--- config.mk ---
export PLATFORM = sky130hd
export DESIGN_NAME = lhs_pack_writer
export DESIGN_NICKNAME = d
export VERILOG_FILES = /design/src/rtl/lhs_pack_writer.sv
export SDC_FILE = /design/constraint.sdc
export NUM_CORES = 1
export LEC_CHECK = 0
export BUFFER_PORTS_ARGS = -buffer_cell sky130_fd_sc_hd__buf_2
export CAP_MARGIN = 0
export CELL_PAD_IN_SITES_DETAIL_PLACEMENT = 2
export CELL_PAD_IN_SITES_GLOBAL_PLACEMENT = 2
export CORE_MARGIN = 2
export CORE_UTILIZATION = 40
export CTS_BUF_LIST = sky130_fd_sc_hd__clkbuf_16
export CTS_CLUSTER_SIZE = 12
export DETAILED_ROUTE_END_ITERATION = 12
export PLACE_DENSITY = 0.82
export SETUP_SLACK_MARGIN = 0.2
export SYNTH_ARGS = -nofsm -noshare
export SYNTH_HDL_FRONTEND = slang
export SYNTH_SLANG_ARGS = --single-unit
--- constraint.sdc ---
create_clock -name clk -period 2.1 [get_ports clk]
set_input_delay 0.21 -clock clk [delete_from_list [all_inputs] [get_ports clk]]
set_output_delay 0.21 -clock clk [all_outputs]
set_load 0.02 [all_outputs]
--- src/rtl/lhs_pack_writer.sv ---
// rtl/lhs_pack_writer.sv - byte-to-word packer with nibble-swap, word memory and emit counter
module lhs_pack_writer #(
   parameter int BYTE_W = 8,
   parameter int NBYTES = 2,
   parameter int DEPTH  = 4,
   localparam int W     = BYTE_W * NBYTES,
   localparam int AW    = (DEPTH > 1) ? $clog2(DEPTH) : 1
) (
   input  logic              clk,
   input  logic              rst_n,
   input  logic              in_valid,
   output logic              in_ready,
   input  logic [BYTE_W-1:0] in_data,
   input  logic              in_swap,
   output logic              out_valid,
   input  logic              out_ready,
   output logic [W-1:0]      out_word,
   input  logic [AW-1:0]     rd_addr,
   output logic [W-1:0]      rd_data,
   output logic [7:0]        word_count
);

   localparam int IW = (NBYTES > 1) ? $clog2(NBYTES) : 1;
   localparam int HW = BYTE_W / 2;

   typedef struct packed {
      logic [HW-1:0] hi;
      logic [HW-1:0] lo;
   } byte_t;

   typedef enum logic {
      COLLECT = 1'b0,
      HOLD    = 1'b1
   } state_t;

   state_t         state;
   state_t         state_nxt;
   logic [IW-1:0]  byte_idx;
   logic [AW-1:0]  wr_ptr;
   logic [W-1:0]   word;
   logic [W-1:0]   word_done;
   logic [7:0]     count_r;
   logic [W-1:0]   mem [DEPTH];
   byte_t          byte_in;
   logic           in_fire;
   logic           out_fire;
   logic           last_byte;

   assign last_byte  = (byte_idx == IW'(NBYTES - 1));
   assign in_fire    = in_valid && in_ready;
   assign out_fire   = out_valid && out_ready;
   assign out_word   = word;
   assign word_count = count_r;
   assign rd_data    = mem[rd_addr];

   // State register
   always_ff @(posedge clk or negedge rst_n) begin
      if (!rst_n) state <= COLLECT;
      else        state <= state_nxt;
   end

   // Next state and handshake outputs; a byte offered during HOLD is never taken
   always_comb begin
      state_nxt = state;
      in_ready  = 1'b0;
      out_valid = 1'b0;
      case (state)
         COLLECT: begin
            in_ready = 1'b1;
            if (in_valid && last_byte) state_nxt = HOLD;
         end
         HOLD: begin
            out_valid = 1'b1;
            if (out_ready) state_nxt = COLLECT;
         end
         default: state_nxt = COLLECT;
      endcase
   end

   // Shape the incoming byte into its {hi,lo} halves, exchanging them on swap
   always_comb begin
      byte_in = '0;
      if (in_swap) {byte_in.lo, byte_in.hi} = in_data;
      else         {byte_in.hi, byte_in.lo} = in_data;
   end

   // Word as it will look after this byte lands; used for the memory copy
   always_comb begin
      word_done = word;
      word_done[byte_idx*BYTE_W +: BYTE_W] = byte_in;
   end

   // Packing datapath: byte slot write, index/pointer advance, emit counter
   always_ff @(posedge clk or negedge rst_n) begin
      if (!rst_n) begin
         byte_idx <= '0;
         wr_ptr   <= '0;
         word     <= '0;
         count_r  <= '0;
      end else begin
         if (in_fire) begin
            word[byte_idx*BYTE_W +: BYTE_W] <= byte_in;
            if (last_byte) begin
               byte_idx <= '0;
               wr_ptr   <= wr_ptr + 1'b1;
            end else begin
               byte_idx <= byte_idx + 1'b1;
            end
         end
         if (out_fire) count_r <= count_r + 8'd1;
      end
   end

   // Word memory: completed word stored on the final byte, no reset on contents
   always_ff @(posedge clk) begin
      if (in_fire && last_byte) mem[wr_ptr] <= word_done;
   end

endmodule

* Word-level counts from Yosys, hierarchy flattened
Memory sizes are Yosys's and may differ from the RTL's.
Cells that the tools add are included.
W data, S select, Z words.
** Operators by class
- Add/subtract/negate cells :: 4
- Reductions and logical operators :: 5
- Mux-type cells :: 10
- Bitwise gates (word level) :: 1
- Shift operators :: 2
** Operators by type and width (count)
- $neg A4 Y34 :: 1
- $shift A8 B34 Y16 const A :: 1
- $shiftx A8 B34 Y16 :: 1
- $bwmux W16 :: 1
- $add A8 B1 Y8 const B :: 1
- $mux W8 :: 1
- $mux W1 :: 7
- $logic_and A1 B1 Y1 :: 4
- $add A2 B1 Y2 const B :: 1
- $pmux W1 S2 :: 1
- $reduce_and A2 Y1 :: 1
- $add A1 B1 Y1 const B :: 1
- $not A1 Y1 :: 1
** Storage, ports and cells
- Flip-flop bits (word level) :: 28
- Input port bits :: 15
- Memories :: 1
- Logic and storage cells :: 28
- Bits in writable memories :: 64
** Memory list
- mem :: depth 4, bits a word 16, rd ports 1, clocked after memory_dff 0, wr ports 1, line 43 : logic [W-1:0] mem [DEPTH];

* Logic depth before layout (Yosys ltp)
Gate-level depths: netlist of run 1.
- Depth in word-level cells :: 5
- Gate-level depth with buffers :: 5

* Least setup slack after synthesis of run 1
No wires, ideal clock.
- Path kind :: register to register
- From :: reg state
- To :: mem mem[0][0] (netlist name) (enable)
- Cell stages (with the launch flop) :: 4
- Setup slack :: 43 ps
- Arrival :: 1668 ps
- Path through :: dfrtp_1 -> nand3b_1 -> buf_2 -> nor2_1
** Between the ends
- Word-level cells in the longest chain between the ends :: 5
** Ends and longest elaborated chain
- start, declared :: line 36 : state_t state;
- start signal, assigned :: line 59 : else state <= state_nxt;
- $mux W1 :: line 67 : case (state)
- $logic_and A1 B1 Y1 :: line 50 : assign in_fire = in_valid && in_ready;
- $logic_and A1 B1 Y1 :: line 116 : if (in_fire && last_byte) mem[wr_ptr] <= word_done;
- $mux W1 :: line 116
- $mux W1 (implied by the code) :: line 116
- end, declared :: line 43
Every way passes these cells.

* Worst setup path after layout of run 1
- From :: mem mem[1][7] (netlist name)
- To :: out rd_data[7]
** Between the ends
- Word-level cells in the longest chain between the ends :: 1
** Ends and longest elaborated chain
- $mem_v2 Z4 W16
- end, declared :: line 19 : output logic [W-1:0] rd_data,
Every way passes these cells.

==> flow_summary_export.csv, run 1 <==
group,metric,value,unit
worst_setup_path,critPathArrivalTime,1460,ps
floorplanning,core_area,9200,um^2
cells_and_area,final_nets,329,
synth,synth_top_family_by_area,"multiplexers",
timing,final_hold_viol_count,0,
cells_and_area,utilization,49.6,%
synth,yosysTopAreaCellShare,50.8,%
cells_and_area,stdcell_area,4560,um^2
global_route,grt_pass1_wl,15.0,mm
power_and_ir_drop,ir_worst_vdd,0.640,mV
timing,rsz0062_at_grt,"false",
routing,avgViaCountPerCell,5.26,
global_route,grt.overflow.total,0,
global_route,groute.usage.overall,20.8,%
power_and_ir_drop,power_leakage,1.87,nW
clock_tree,cts_buffers,9,
worst_setup_path,path_class,"register to primary output",
cells_and_area,diodes,0,
worst_setup_path,reg2reg_depth,4,
synth,syn_avg_cell_area,16.1,um^2
timing,maxSlewHeadroom,53.9,%
global_route,grt_antenna_before_repair,0,
synth,ys_seq_area_share,69.4,%
flow_run,maxCapViolCount,0,
clock_tree,clock_latency,340,ps
synth,synth_cell_types,23,
synth,syn_area,3780,um^2
clock_tree,clk_pin_slew,70,ps
timing,setup_viol,0,
run_status,status,"finished, final reports clean",
floorplanning,initial_utilization,41.1,%
synth,synthMuxAreaShare,14.4,%
synth,synth_ff_type,"edfxtp_1",
synth,synth-seq-cells,92,
worst_setup_path,reg2reg_from,"state$_DFF_PN0_",
timing,max_freq,598,MHz
timing,finalMaxSlewViolations,0,
synth,ys_warn_count,0,
routing,drt_first_pass_iters,4,
cells_and_area,stdcell_count,425,
routing,vias,2236,
floorplanning,die_h,101,um
timing,worst_slew_pin_slew,691,ps
synth,yosysMostFrequentCell,"edfxtp_1",
synth,yosys-top-cells-area,"edfxtp_1, dfrtp_1, mux4_2, mux2i_1, nor2_1",
cells_and_area,synthToLayoutAreaGrowth,20.7,%
worst_setup_path,ff2ff_setup_slack,470,ps
clock_tree,cts_tree,"done",
synth,yosys.area_share.xor_xnor,2.09,%
min_path,hold_start,"out_ready",
synth,synthAdderAreaFrac,1.66,%
synth,netlist_instances,235,
synth,synth_compound_area_share,3.51,%
placement,dp.cells,404,
worst_setup_path,cp-end-kind,"primary output",
routing,wirelength,9.78,mm
min_path,min_path_cells,2,
synth,synth.net_count,255,
routing,drc_errors,0,
clock_tree,clock-sinks,92,
placement,dp_hpwl,6.87,mm
global_route,grt_max_degree,29,
routing,drt_iter0_markers,78,
placement,gp_congestion,0.754,
floorplanning,die_x,101,um
floorplanning,num_rows,35,
synth,synth_edf_count,64,
worst_setup_path,critPathRequiredTime,1890,ps
clock_tree,root_buffer,"clkbuf_16",
synth,yosys.area.top_type,"edfxtp_1",
synth,ys_top_cells_by_count,"edfxtp_1, dfrtp_1, nor2_1",
timing,fin_skew,4.76,ps
worst_setup_path,setup.worst_path.start_class,"register",
worst_setup_path,crit_fanout,1,
cells_and_area,fillCellCount,882,
timing,setup_tns,0,ps
placement,dpl_cell_area,4220,um^2
timing,finalCritPeriodShare,79.6,%
min_path,hold_path_end,"state$_DFF_PN0_",
cells_and_area,drive_gt1_share,35.0,%
synth,async_flop_share,30.4,%
clock_tree,cts.htree.levels,3,
global_route,grt_pass1_vias,2534,
min_path,hp-class,"input port to register",
routing,wire_per_inst,23.0,um
placement,io_buffers,56,
floorplanning,io_pins,57,
floorplanning,dieArea,10200,um^2
routing,drtAntennaViolNets,0,
worst_setup_path,r2r_end,"mem[3][10]$_DFFE_PP_",
clock_tree,ctsLongestPathBuffers,2,
timing,period_minus_slack,1670,ps
synth,synthSimpleGateAreaFrac,5.16,%
power_and_ir_drop,powerDensity,1430,nW/um^2
## critical path, cell delays in order, from the launching register on
cell and delay [ps]:
edfxtp_1 430, mux4_2 500, buf_2 180
## layout by cell type, fill, tap and decap left out, types with 13 or more instances in the layout
| cell | synthesis | final |
|---|---|---|
| nand2_1 | 13 | 13 |
| inv_1 | 15 | 15 |
| mux4_2 | 16 | 16 |
| a21oi_1 | 14 | 14 |
| dfrtp_1 | 28 | 28 |
| buf_4 | 0 | 16 |
| mux2i_1 | 16 | 16 |
| buf_2 | 7 | 56 |
| edfxtp_1 | 64 | 64 |
| nor2_1 | 22 | 22 |
## state kept, by name, summed over array words and instances (netlist names)
signal	cells
mem	64
word_count	8
wr_ptr	2
state	1
out_word	16
byte_idx	1
## cell families after synthesis
| group | count (synthesis) |
|---|---|
| muxes | 34 |
| AOI/OAI and AO/OA | 25 |
| and+or+nand+nor | 44 |
| DFF | 92 |
| xor gates and xnor gates | 9 |
| buffers and inverters | 26 |
| adders and majority gates | 5 |
## layout make-up
cell class	instances	area [um^2]	area share, %
clock buffer	9	225	4.94
clock inverter	7	75.1	1.65
inverter	15	56.3	1.23
multi-input combinational	117	1010	22.2
sequential	92	2620	57.5
tap	111	139	3.05
timing repair buffer	74	430	9.44
## metrics by stage
step	power [mW]	worst slack (ps)	hold slack, ps
after detailed placement	4.88	205	311
after global routing	6.87	365	91.4
after floorplan	4.07	43.1	-85.6
after global placement	4.69	377	291
final	6.54	428	80.3
after CTS	6.61	412	85.9
## routing by layer
layer / global-route usage (%) / part of all wire (%)
met1: 24.9 / 41
met2: 37.1 / 53
met4: 8.52 / 1.9
met3: 3.66 / 3.5
met5: 0 / 0
## what timing repair did
action / 4_1_cts / 5_1_grt
endpoints found under the setup margin: 23 / 0
buffers inserted: 4 / 0
hold buffers: 1 / 0
resized for setup: 0 / 0
endpoints found under the hold margin: 28 / 0
## power breakdown
group          internal, mW  switching [mW]  leakage [nW]
Clock                 0.931           0.722         0.144
Sequential             2.59           0.296         0.917
Combinational         0.675            1.33         0.807
Total                  4.20            2.35          1.87
## worst max path at each step
stage	startpoint	to	slack [ps]	cells after the start
5_1_grt	state$_DFF_PN0_	mem[3][10]$_DFFE_PP_	360	4
4_1_cts	mem[1][7]$_DFFE_PP_	rd_data[7]	410	2
2_1_floorplan	state$_DFF_PN0_	mem[0][0]$_DFFE_PP_	40	3
3_3_place_gp	state$_DFF_PN0_	mem[2][13]$_DFFE_PP_	380	3
6_report	mem[1][7]$_DFFE_PP_	rd_data[7]	430	2
3_5_place_dp	state$_DFF_PN0_	mem[3][1]$_DFFE_PP_	210	3
No activity file was read; power rests on OpenSTA's default activity.
==> run 2, diff against run 1 <==
--- a/config.mk
+++ b/config.mk
@@ -5,12 +5,13 @@
 export SDC_FILE = /design/constraint.sdc
 export NUM_CORES = 1
 export LEC_CHECK = 0
+export ABC_AREA = 1
 export BUFFER_PORTS_ARGS = -buffer_cell sky130_fd_sc_hd__buf_2
 export CAP_MARGIN = 0
 export CELL_PAD_IN_SITES_DETAIL_PLACEMENT = 2
 export CELL_PAD_IN_SITES_GLOBAL_PLACEMENT = 2
 export CORE_MARGIN = 2
-export CORE_UTILIZATION = 40
+export CORE_UTILIZATION = 37
 export CTS_BUF_LIST = sky130_fd_sc_hd__clkbuf_16
 export CTS_CLUSTER_SIZE = 12
 export DETAILED_ROUTE_END_ITERATION = 12
==> constraint.sdc (replaced) <==
create_clock -name clk -period 1.7 [get_ports clk]
set_input_delay 0.17 -clock clk [delete_from_list [all_inputs] [get_ports clk]]
set_output_delay 0.17 -clock clk [all_outputs]
set_load 0.02 [all_outputs]
==> run 2 against run 1 <==
Net effect: total power increased by 36%; wire length increased by 28%; count of clock-buffer cells in the layout unchanged; critical path depth increased by 5; area after synthesis increased by 5.5%; cell count increased by 37%; die area increased by 13%; critical endpoint is now mem[1][1]$_DFFE_PP_; sequential power increased by 23%; via count increased by 36%; sequential cell count unchanged; cell area increased by 11%; critical path type is now register to register.
==> flow_summary_export.csv, run 2 <==
group,metric,value,unit
worst_setup_path,crit_fanout,8,
timing,rsz0062_at_grt,"true",
floorplanning,dieArea,11600,um^2
synth,yosys-top-cells-area,"edfxtp_1, dfrtp_1, nand2_1, o21ai_0, nor2_1",
timing,max_freq,619,MHz
global_route,grt_pass1_wl,18.4,mm
floorplanning,initial_utilization,38.4,%
clock_tree,clk_pin_slew,70,ps
cells_and_area,final_nets,461,
power_and_ir_drop,power_leakage,2.11,nW
min_path,min_path_cells,2,
worst_setup_path,ff2ff_setup_slack,80,ps
synth,syn_avg_cell_area,11.3,um^2
global_route,grt_pass1_vias,3329,
clock_tree,cts_tree,"done",
power_and_ir_drop,powerDensity,1750,nW/um^2
worst_setup_path,path_class,"register to register",
synth,yosysTopAreaCellShare,48.2,%
worst_setup_path,path_delay_family,"buffers and inverters",
floorplanning,die_h,108,um
placement,post-place-ws,104,ps
worst_setup_path,crit_chain,"clkinv_4 -> nor2_4 -> clkinvlp_4 -> buf_6 -> nor2_4 -> buf_6 -> buf_16",
timing,worst_slew_pin_slew,673,ps
timing,final_hold_viol_count,0,
flow_run,maxCapViolCount,0,
timing,maxSlewHeadroom,55.1,%
cells_and_area,largest_reg_flops,64,
global_route,grt_antenna_before_repair,0,
routing,drc_errors,0,
routing,drtAntennaViolNets,0,
clock_tree,ctsLongestPathBuffers,2,
placement,dp_hpwl,7.90,mm
worst_setup_path,critPathRequiredTime,1750,ps
synth,ys_top_cells_by_count,"nand2_1, edfxtp_1, o21ai_0",
cells_and_area,final_cell_mix,"nand2_1, edfxtp_1, buf_2",
synth,async_flop_share,30.4,%
min_path,hp-class,"input port to register",
floorplanning,num_rows,37,
synth,yosysMostFrequentCell,"nand2_1",
worst_setup_path,critPathArrivalTime,1660,ps
routing,avgViaCountPerCell,5.24,
synth,ys_seq_area_share,65.8,%
worst_setup_path,cp-end-kind,"register",
timing,fin_skew,11.3,ps
floorplanning,die_x,108,um
run_status,status,"finished, final reports clean",
routing,wire_per_inst,21.6,um
cells_and_area,synthToLayoutAreaGrowth,27.4,%
clock_tree,root_buffer,"clkbuf_16",
floorplanning,core_area,10400,um^2
power_and_ir_drop,ir_worst_vdd,0.725,mV
placement,io_buffers,56,
cells_and_area,max_flop_register,"mem",
floorplanning,io_pins,57,
placement,gp_congestion,0.753,
synth,synth_cell_types,26,
routing,wirelength,12.6,mm
global_route,grt_max_degree,33,
timing,finalCritPeriodShare,95.0,%
worst_setup_path,slowest_stage,"dfrtp_1",
worst_setup_path,cpPeakStageDelay,410,ps
timing,finalMaxSlewViolations,0,
clock_tree,clock_latency,340,ps
synth,ys_warn_count,0,
timing,setup_viol,0,
clock_tree,cts.htree.levels,3,
synth,synth_edf_count,64,
cells_and_area,layout_commonest_cell,"nand2_1",
synth,netlist_instances,353,
routing,drt_first_pass_iters,4,
worst_setup_path,setup.worst_path.start_class,"register",
timing,fin_ws,84.6,ps
synth,syn_area,3990,um^2
timing,period_minus_slack,1620,ps
worst_setup_path,crit_buf_inv,5,
routing,drt_iter0_markers,170,
routing,vias,3049,
cells_and_area,drive_gt1_share,30.5,%
cells_and_area,diodes,0,
worst_setup_path,path_depth,7,
synth,synth.net_count,373,
global_route,groute.usage.overall,21.7,%
timing,setup_tns,0,ps
synth,synth-seq-cells,92,
clock_tree,cts_buffers,9,
clock_tree,clock-sinks,92,
synth,synth_ff_type,"edfxtp_1",
global_route,grt.overflow.total,0,
synth,yosys.area.top_type,"edfxtp_1",
worst_setup_path,reg2reg_depth,7,
## run 2: cell count changes after synthesis, sizes merged, moves of 4 or more
cell / previous run / this run
mux2i: 16 / 0
nor2: 22 / 42
o211ai: 0 / 8
buf: 11 / 15
nand3: 2 / 11
o21ai: 9 / 50
a21oi: 16 / 0
inv: 15 / 25
o22ai: 0 / 16
mux4: 16 / 0
o21a: 0 / 8
nand2: 13 / 73
## run 2: through the flow
step | cells | hold slack [ps] | cell area, um^2 | power (mW) | util, %
final | 582 | 87.9 | 5080 | 8.87 | 49.0
after global routing | 582 | 90.4 | 5080 | 9.30 | 49.0
after detailed placement | 545 | 252 | 4540 | 6.33 | 43.8
after floorplan | 353 | -126 | 4020 | 5.23 | -
after CTS | 573 | 74.2 | 5000 | 8.70 | 48.2
after global placement | 545 | 245 | 4540 | 6.13 | 43.8
## run 2: cell type report
class                           instances  area (um^2)
Clock buffer                            9          225
Multi-Input combinational cell        221         1200
Inverter                               25          104
Sequential cell                        92         2620
Clock inverter                          7         91.3
Fill cell                            1073         5290
Timing Repair Buffer                   92          667
Tap cell                              136          170
## run 2: per-layer routing
metal  share of wire, %  wire length, um  vias to the layer above  global-route usage (%)
li1                   -                -                     1389                       -
met1                 41             5140                     1566                    25.6
met2                 54             6760                       72                    39.4
met3                3.0              372                       22                    3.39
met4                2.3              284                        0                    8.24
met5                  0                0                        -                       0
## run 2: power by group
part / switching [mW] / internal (mW) / total (mW) / leakage [nW]
Clock: 0.855 / 1.28 / 2.14 / 0.155
Sequential: 0.345 / 3.20 / 3.55 / 0.928
Combinational: 2.05 / 1.14 / 3.19 / 1.03
Total: 3.25 / 5.63 / 8.87 / 2.11
## run 2: kinds of logic after synthesis
kind of cell	after synthesis	share of synthesized area, %
buffers and inverters	40	4.90
XOR/XNOR	5	1.29
flip-flops	92	65.8
AND/OR/NAND/NOR	128	13.5
AO/OA/AOI/OAI	82	12.6
multiplexers	1	0.282
adder cells (fa/ha/maj)	5	1.57
## run 2: worst register-to-register path, delay by kind of cell (launching register included)
| kind | cells | cell delay [ps] |
|---|---|---|
| buf+inv | 5 | 620 |
| flops | 1 | 410 |
| simple gates | 2 | 290 |
## run 2: repair_timing
action,4_1_cts,5_1_grt
buffers inserted,9,9
gates resized for setup,5,6
gates cloned,2,0
pin swaps,4,4
hold endpoints to repair,28,0
hold buffers,1,0
setup endpoints to repair,65,66
## run 2: final timing paths
| check | from | endpoint |
|---|---|---|
| max in group asynchronous | rst_n | out_word[10]$_DFFE_PN0N_ |
| worst min-delay path | out_ready | state$_DFF_PN0_ |
| worst max register to register | byte_idx$_DFFE_PN0N_ | mem[1][1]$_DFFE_PP_ |
| worst min register to register | word_count[2]$_DFFE_PN0P_ | word_count[2]$_DFFE_PN0P_ |
| min in group asynchronous | rst_n | state$_DFF_PN0_ |
| worst max-delay path | byte_idx$_DFFE_PN0N_ | mem[1][1]$_DFFE_PP_ |
